**config.mk**
```make
export PLATFORM = sky130hd
export DESIGN_NAME = fwpit_irqc
export DESIGN_NICKNAME = d
export VERILOG_FILES = /design/src/rtl/fwpit_pkg.sv /design/src/rtl/fwpit_irqc_prienc.sv /design/src/rtl/fwpit_irqc.sv
export SDC_FILE = /design/constraint.sdc
export NUM_CORES = 1
export LEC_CHECK = 0
export CORE_ASPECT_RATIO = 1.4
export CORE_MARGIN = 2
export CORE_UTILIZATION = 59
export CTS_BUF_LIST = sky130_fd_sc_hd__clkbuf_8
export DETAILED_ROUTE_END_ITERATION = 16
export DONT_BUFFER_PORTS = 1
export PLACE_DENSITY_LB_ADDON = 0.05
export SETUP_SLACK_MARGIN = 0.3
export SYNTH_ARGS = -nofsm -noshare
export SYNTH_HDL_FRONTEND = slang
export SYNTH_SLANG_ARGS = --single-unit
export TNS_END_PERCENT = 100
```
**constraint.sdc**
```tcl
create_clock -name clock -period 3.4 [get_ports clock]
set_input_delay 0.68 -clock clock [delete_from_list [all_inputs] [get_ports clock]]
set_output_delay 0.68 -clock clock [all_outputs]
set_load 0.03 [all_outputs]
```
**src/rtl/fwpit_pkg.sv**
```systemverilog
// fwpit_pkg: register map and VECTOR field layout shared by the interrupt controller.
package fwpit_pkg;
  localparam logic [2:0] ADR_RAW    = 3'd0;
  localparam logic [2:0] ADR_ENABLE = 3'd1;
  localparam logic [2:0] ADR_ACTIVE = 3'd2;
  localparam logic [2:0] ADR_CLEAR  = 3'd3;
  localparam logic [2:0] ADR_MODE   = 3'd4;
  localparam logic [2:0] ADR_VECTOR = 3'd5;
  localparam logic [2:0] ADR_SET    = 3'd6;
  localparam int VEC_VALID = 31;
  localparam int VEC_IDX_W = 5;
  function automatic logic [31:0] byte_mask(input logic [3:0] sel);
    return {{8{sel[3]}}, {8{sel[2]}}, {8{sel[1]}}, {8{sel[0]}}};
  endfunction
endpackage

```
**src/rtl/fwpit_irqc_prienc.sv**
```systemverilog
// fwpit_irqc_prienc: lowest-index-wins priority encoder.
module fwpit_irqc_prienc #(
  parameter int N = 8
) (
  input  logic [N-1:0] req,
  output logic         valid,
  output logic [4:0]   idx
);
  always_comb begin
    idx = '0;
    for (int i = N - 1; i >= 0; i--) if (req[i]) idx = 5'(i);
  end
  assign valid = |req;
endmodule

```
**src/rtl/fwpit_irqc.sv**
```systemverilog
// fwpit_irqc: Wishbone-mapped interrupt controller with per-source edge/level latching.
module fwpit_irqc
  import fwpit_pkg::*;
#(
  parameter int               N_IRQ        = 8,
  parameter logic [N_IRQ-1:0] RESET_ENABLE = '0
) (
  input  logic             clock,
  input  logic             reset,
  input  logic [2:0]       rt_adr,
  input  logic [31:0]      rt_dat_w,
  output logic [31:0]      rt_dat_r,
  input  logic             rt_cyc,
  input  logic             rt_stb,
  input  logic             rt_we,
  input  logic [3:0]       rt_sel,
  output logic             rt_ack,
  output logic             rt_err,
  input  logic [N_IRQ-1:0] irq_i,
  output logic             irq_o
);
  // Registers are kept 32 bits wide; bits at or above N_IRQ are forced to 0 by msk.
  localparam logic [31:0] MSK = 32'((64'd1 << N_IRQ) - 64'd1);
  logic [31:0] raw, enable, mode, active, wm, wd, clr, set, hw, irq_w, prev_w, rd, vec;
  logic [N_IRQ-1:0] prev;
  logic req, wr, vld;
  logic [4:0] idx;
  assign rt_err = 1'b0;
  assign req    = rt_cyc & rt_stb & ~rt_ack;
  assign wr     = req & rt_we;
  assign wm     = byte_mask(rt_sel);
  assign wd     = rt_dat_w & wm & MSK;
  assign clr    = (wr && rt_adr == ADR_CLEAR) ? wd : '0;
  assign set    = (wr && rt_adr == ADR_SET) ? wd : '0;
  assign irq_w  = 32'(irq_i);
  assign prev_w = 32'(prev);
  // Level sources set every cycle they are high; edge sources only on 0->1.
  assign hw     = irq_w & (~mode | ~prev_w);
  assign active = raw & enable;
  fwpit_irqc_prienc #(.N(N_IRQ)) u_prienc (
    .req(active[N_IRQ-1:0]),
    .valid(vld),
    .idx(idx)
  );
  always_comb begin
    vec = '0;
    vec[VEC_VALID] = vld;
    vec[VEC_IDX_W-1:0] = idx;
    rd = '0;
    case (rt_adr)
      ADR_RAW:    rd = raw;
      ADR_ENABLE: rd = enable;
      ADR_ACTIVE: rd = active;
      ADR_MODE:   rd = mode;
      ADR_VECTOR: rd = vec;
      default:    rd = '0;
    endcase
  end
  always_ff @(posedge clock or posedge reset) begin
    if (reset) begin
      raw      <= '0;
      enable   <= 32'(RESET_ENABLE);
      mode     <= '0;
      prev     <= '0;
      rt_ack   <= 1'b0;
      rt_dat_r <= '0;
      irq_o    <= 1'b0;
    end else begin
      raw      <= (raw & ~clr) | hw | set;
      enable   <= (wr && rt_adr == ADR_ENABLE) ? (enable & ~wm) | wd : enable;
      mode     <= (wr && rt_adr == ADR_MODE) ? (mode & ~wm) | wd : mode;
      prev     <= irq_i;
      rt_ack   <= req;
      rt_dat_r <= req ? rd : '0;
      irq_o    <= |active;
    end
  end
endmodule

```
# ---- After elaboration in Yosys (flattened, before gate mapping)
# Cells that the tools add are included.
dict set report word_totals {
  latch_bits 0
  wordCells 51
  mem_bits_ro 0
  inputBits 52
  ramBits 0
  n_memories 0
  register_bits 138
}
dict set report op_classes {
  n_eq_ne 6
  shifts 0
  n_bitwise 19
  n_lt_le_gt_ge 0
  n_reduce_logical 7
  n_mul 0
  n_mux 12
  add_sub_neg 0
  n_div 0
}
# op n
set ops {}
lappend ops {{$pmux 32 s5} 1}
lappend ops {{$and 32x32->32} 4}
lappend ops {{$or 32x8->32} 3}
lappend ops {{$not 32->32} 2}
lappend ops {{$not 8->32} 2}
lappend ops {{$or 32x32->32} 2}
lappend ops {{$and 8x32->32} 1}
lappend ops {{$mux 32} 1}
lappend ops {{$reduce_or 32->1} 1}
lappend ops {{$mux 3} 8}
lappend ops {{$mux 8} 2}
lappend ops {{$eq 3x3->1 const B} 3}
lappend ops {{$and 8x8->8} 1}
lappend ops {{$reduce_or 8->1} 1}
lappend ops {{$eq 3x2->1 const B} 2}
lappend ops {{$logic_and 1x1->1} 4}
lappend ops {{$and 1x1->1} 3}
lappend ops {{$eq 3x1->1 const B} 1}
lappend ops {{$logic_not 3->1} 1}
lappend ops {{$not 1->1} 1}

# ---- Depth between registers and ports, before layout
dict set report logic_depth {
  ltp_word 11
  depth_mapped 6
  depth_no_buf 4
}

# ---- By module
# A second synthesis with hierarchy kept.
dict set report unflattened {
  hier_cells 366
  area_unflattened_um2 4541.9
}
# mod area_per_inst_um2 cells_each n_inst
set by_module_without_submodules {}
lappend by_module_without_submodules {fwpit_irqc 4441.8 350 1}
lappend by_module_without_submodules {fwpit_irqc_prienc 100.1 16 1}

# ---- Least setup slack after synthesis
# Ideal clock, no wire load.
dict set report synth_timing {
  kind {input-to-reg}
  startpoint {input rt_cyc}
  endpoint {register raw[0]}
  setup_slack_ns 1.509
  path_stages 6
  arrival_time_ns 1.765
  n_path_buf 2
  setup_time_ns 0.126
  cell_sequence {and3b_1 > buf_6 > and3_4 > and4_4 > buf_6 > a221o_1}
}
dict set report synth_via {
  elab_chain_len 9
  elab_cells_between_ends 11
  cone_classes {2 x mux; 7 x bitwise; 2 x reduce/logical}
}
# element line_no
set synth_rtl {}
lappend synth_rtl {{from (decl)} fwpit_irqc.sv:13} ;# input logic rt_cyc,
lappend synth_rtl {{$and 1x1->1 (*) (2 in series)} fwpit_irqc.sv:29} ;# assign req = rt_cyc & rt_stb & ~rt_ack;
lappend synth_rtl {{net req} fwpit_irqc.sv:26} ;# logic req, wr, vld;
lappend synth_rtl {{$and 1x1->1 (*)} fwpit_irqc.sv:30} ;# assign wr = req & rt_we;
lappend synth_rtl {{$logic_and 1x1->1} fwpit_irqc.sv:33} ;# assign clr = (wr && rt_adr == ADR_CLEAR) ? wd : '0;
lappend synth_rtl {{$mux 8} fwpit_irqc.sv:33}
lappend synth_rtl {{$not 8->32} fwpit_irqc.sv:69} ;# raw <= (raw & ~clr) | hw | set;
lappend synth_rtl {{$and 32x32->32} fwpit_irqc.sv:69}
lappend synth_rtl {{$or 32x32->32} fwpit_irqc.sv:69}
lappend synth_rtl {{$or 32x8->32 (*)} fwpit_irqc.sv:69}
lappend synth_rtl {{to (signal assigned)} fwpit_irqc.sv:69}
lappend synth_rtl {{to (decl)} fwpit_irqc.sv:24} ;# logic [31:0] raw, enable, mode, active, wm, wd, clr, set, hw, irq_w, prev_w, rd, vec;
# Mark *: on every way through the listed nets, which the timed path passes. The rest lies on a longest branch.
# A chain may end at the register's enable or synchronous reset.

# ---- Worst setup path after layout
dict set report layout_timing {
  startpoint {register rt_ack}
  endpoint {register rt_dat_r[0]}
}
dict set report layout_via {
  elab_chain_len 3
}
# element line_no
set layout_rtl {}
lappend layout_rtl {{from (decl)} fwpit_irqc.sv:17} ;# output logic rt_ack,
lappend layout_rtl {{from (signal assigned)} fwpit_irqc.sv:73} ;# rt_ack <= req;
lappend layout_rtl {{$not 1->1} fwpit_irqc.sv:29}
lappend layout_rtl {{$and 1x1->1} fwpit_irqc.sv:29}
lappend layout_rtl {{$mux 32} fwpit_irqc.sv:74} ;# rt_dat_r <= req ? rd : '0;
lappend layout_rtl {{to (signal assigned)} fwpit_irqc.sv:74}
lappend layout_rtl {{to (decl)} fwpit_irqc.sv:12} ;# output logic [31:0] rt_dat_r,
# Every way passes these cells.

==> metrics.md <==
| Metric | Value |
|---|---|
| Pre-CTS setup slack | `1237 ps` |
| Max incr delay on CP | `500 ps` |
| Worst setup SP type | `register` |
| DIE HEIGHT | `106.1 um` |
| Comb power frac | `5.4%` |
| Number of buffers and inverters on the critical path | `0` |
| RSZ-0062 raised after global routing | `no` |
| Register area share after synthesis | `64.92%` |
| Synth Flop Type | `dfrtp_1` |
| Synth Warn # | `0` |
| Adder-Cell Fraction of Synth Area | `0%` |
| Largest family of logic cells by synthesized area | `simple AND/OR/NAND/NOR gates` |
| Synth top area cells | `dfrtp_1, and2_1, a22oi_1` |
| CTS tree | `done` |
| Layout cells sized above 1 | `14.63%` |
| Status | `complete, no violations` |
| Clock root cell | `clkbuf_8` |
| Row count | `37` |
| CTS Buffer Depth | `2` |
| Worst path cell trace | `and3b_1, nand2_1, nand4b_1, o22ai_1` |
| Reg2Reg Launch Point | `rt_ack` |
| Overflow left after global routing | `0` |
| Simple-gate share of the synthesized area | `15.06%` |
| Post-synth EDFFs | `0` |
| Clock skew | `7.137 ps` |
| Worst hold-check path type | `input pin to asynchronous set/reset pin` |
| Data arrival, critical path | `2330 ps` |
| Measured slew at the worst slew-check pin | `736.3 ps` |
| Ys async rst share | `100.0%` |
| Slew HR | `50.79%` |
| Pin count of the biggest net entering global routing | `82` |
| Synth Area in Compound Gates | `11.73%` |
| Clock sinks | `114` |
| Ratio of final minimum period to clock period | `59.59%` |
| Area of the core | `0.007268 sq mm` |
| Vias in the first global route | `2,899` |
| Via count | `2,711` |
| Hold slack final | `254.1 ps` |
| Clock Pin Slew Worst Setup and Hold Paths | `60 ps` |
| Seq cells post-synth | `114` |
| Area Overhead vs Synth | `10.68%` |
| First-pass GRT wire length | `14.12 mm` |
| CTS H-tree lvls | `4` |
| Post-DP HPWL | `5.540 mm` |
| Final hold viol count | `0` |
| Distinct cells, synth | `37` |
| Detail Route Antenna Nets | `0` |
| Number of max-cap violations | `0` |
| Post-Synthesis Cells | `348` |
| Initial antenna violation count | `0` |
| Design internal power | `2.141 mW` |
| IO Count | `87` |
| Multi-input gate area | `0.001448 sq mm` |
| Synth top area share | `64.92%` |
| CTS resizes | `0` |
| Fill count | `560` |
| Max-slew violations | `0` |
| Routed wire length | `8.525 mm` |
| Synthesized Nets | `400` |
| Setup Viol. Count Final | `0` |
| Diodes inserted | `0` |
| Insertion delay to the later sink of the worst-skew pair | `410 ps` |
| Final layout net count | `408` |
| Post-route DRC | `0` |
| Setup repair bufs after CTS | `0` |
| Setup slack, reg-to-reg | `1370 ps` |
| Post-synthesis mux area share | `5.923%` |
| Final setup TNS | `0 ps` |
| Power per cell area | `566.5 mW/mm^2` |
| Iteration-0 DRC Markers | `177` |
| CP Capture Type | `register` |
| GRT Overall Usage | `22.89%` |
| Post-CTS Hold Fix Bufs | `0` |
| Overall Power | `2.755 mW` |
| Avg Cell Area, Syn | `12.63 sq um` |
| Final Critical Period | `2026 ps` |
| Worst Setup SP | `rt_ack` |
| Pre-antenna DRT Iters | `4` |
| Synth area leader | `dfrtp_1` |
| Die area | `0.008164 sq mm` |
| Critical Path RT | `3710 ps` |
| Critical setup path kind | `register to register` |
| Leak | `2.278 nW` |
| Switching Fraction | `22.28%` |
| Starting Density | `60.46%` |
| WL/cell | `18.29 um` |
| Port Buffers | `0` |
| Power share of the clock group | `42.6%` |
| Most common cell after layout, fill and taps aside | `dfrtp_1` |
| Synth Area in XOR/XNOR | `0%` |
| Via density | `5.818` |
| F_max | `493.6 MHz` |
| Cell total after placement | `434` |
| Most frequent cells in the layout | `dfrtp_1, and2_1, nor2_1` |
| R2r endpoint | `rt_dat_r[0]` |
| CTS buffer count | `17` |
| Depth of the worst register-to-register path | `4` |
| Register area | `0.002853 sq mm` |
| Seq pwr share | `52.0%` |
| GPL Wtd Cong | `0.8092` |
| Non-filler cells, final | `466` |
| Fin worst setup slack | `1374 ps` |
| Switching pwr | `0.6137 mW` |
| Max FO, Critical Path | `18` |
| Die Wd | `76.94 um` |
| Post-Syn Area | `0.004394 sq mm` |
| Maximum VDD drop | `0.0003434 V` |
| Family with the most delay on the worst path | `simple AND/OR/NAND/NOR gates` |
| Slowest CP cell | `nand2_1` |
-- synth_stat cells (all sizes together), types with 2 or more instances --
cell and n:
a21boi 8, a32o 2, a22o 4, a31oi 3, inv 3, a22oi 29, a221o 8, clkbuf 6
o21ai 3, nor3b 2, dfrtp 114, and3 4, mux2i 8, nand2 29, o22ai 9, buf 10
mux2 16, and2 48, nor2 31
-- cell families after synthesis --
group / after synthesis
muxes: 24
AOI/OAI and AO/OA: 68
DFF: 114
other: 1
buffers and inverters: 19
and+or+nand+nor: 122
-- power groups by stage --
| stage | Clock, mW | Combinational (mW) | Sequential [mW] |
|---|---|---|---|
| after floorplan | 0 | 0.127 | 1.45 |
| after global placement | 0 | 0.148 | 1.46 |
| after detailed placement | 0 | 0.151 | 1.46 |
| after CTS | 1.20 | 0.152 | 1.43 |
| after global routing | 1.26 | 0.168 | 1.44 |
| final | 1.17 | 0.150 | 1.43 |
-- layer usage --
layer	part of all wire [%]	routed length, um	global-route usage (%)	vias to the layer above
met5	0	0	0	-
met4	1.9	159	8.701	0
met3	4.8	409	8.065	15
met2	52	4422	38.16	65
met1	41	3534	27.29	1388
li1	-	-	-	1243
-- how the worst max path moves through the flow --
stage | to | slack (ps) | cells past startpoint
2_1_floorplan | asynchronous set/reset pin | 1330 | 1
4_1_cts | rt_dat_r[0] | 1320 | 4
5_1_grt | rt_dat_r[0] | 1240 | 4
6_report | rt_dat_r[0] | 1370 | 4
3_3_place_gp | enable[25] | 1240 | 5
3_5_place_dp | enable[28] | 1240 | 5
-- per-stage QoR --
| stage | instance area, sq um | utilization (%) |
|---|---|---|
| after detailed placement | 4487 | 61.73 |
| after global placement | 4487 | 61.73 |
| final | 4863 | 66.91 |
| after global routing | 4863 | 66.91 |
| after CTS | 4863 | 66.91 |
| after floorplan | 4398 | - |
-- area by class of cell --
type	instances	area share (%)
Inverter	3	0.3087
Sequential cell	114	58.66
Clock buffer	20	5.660
Multi-Input combinational cell	215	29.77
Tap cell	97	2.495
Clock inverter	12	2.084
Timing Repair Buffer	5	1.029
Power figures use the tool's default switching activity.
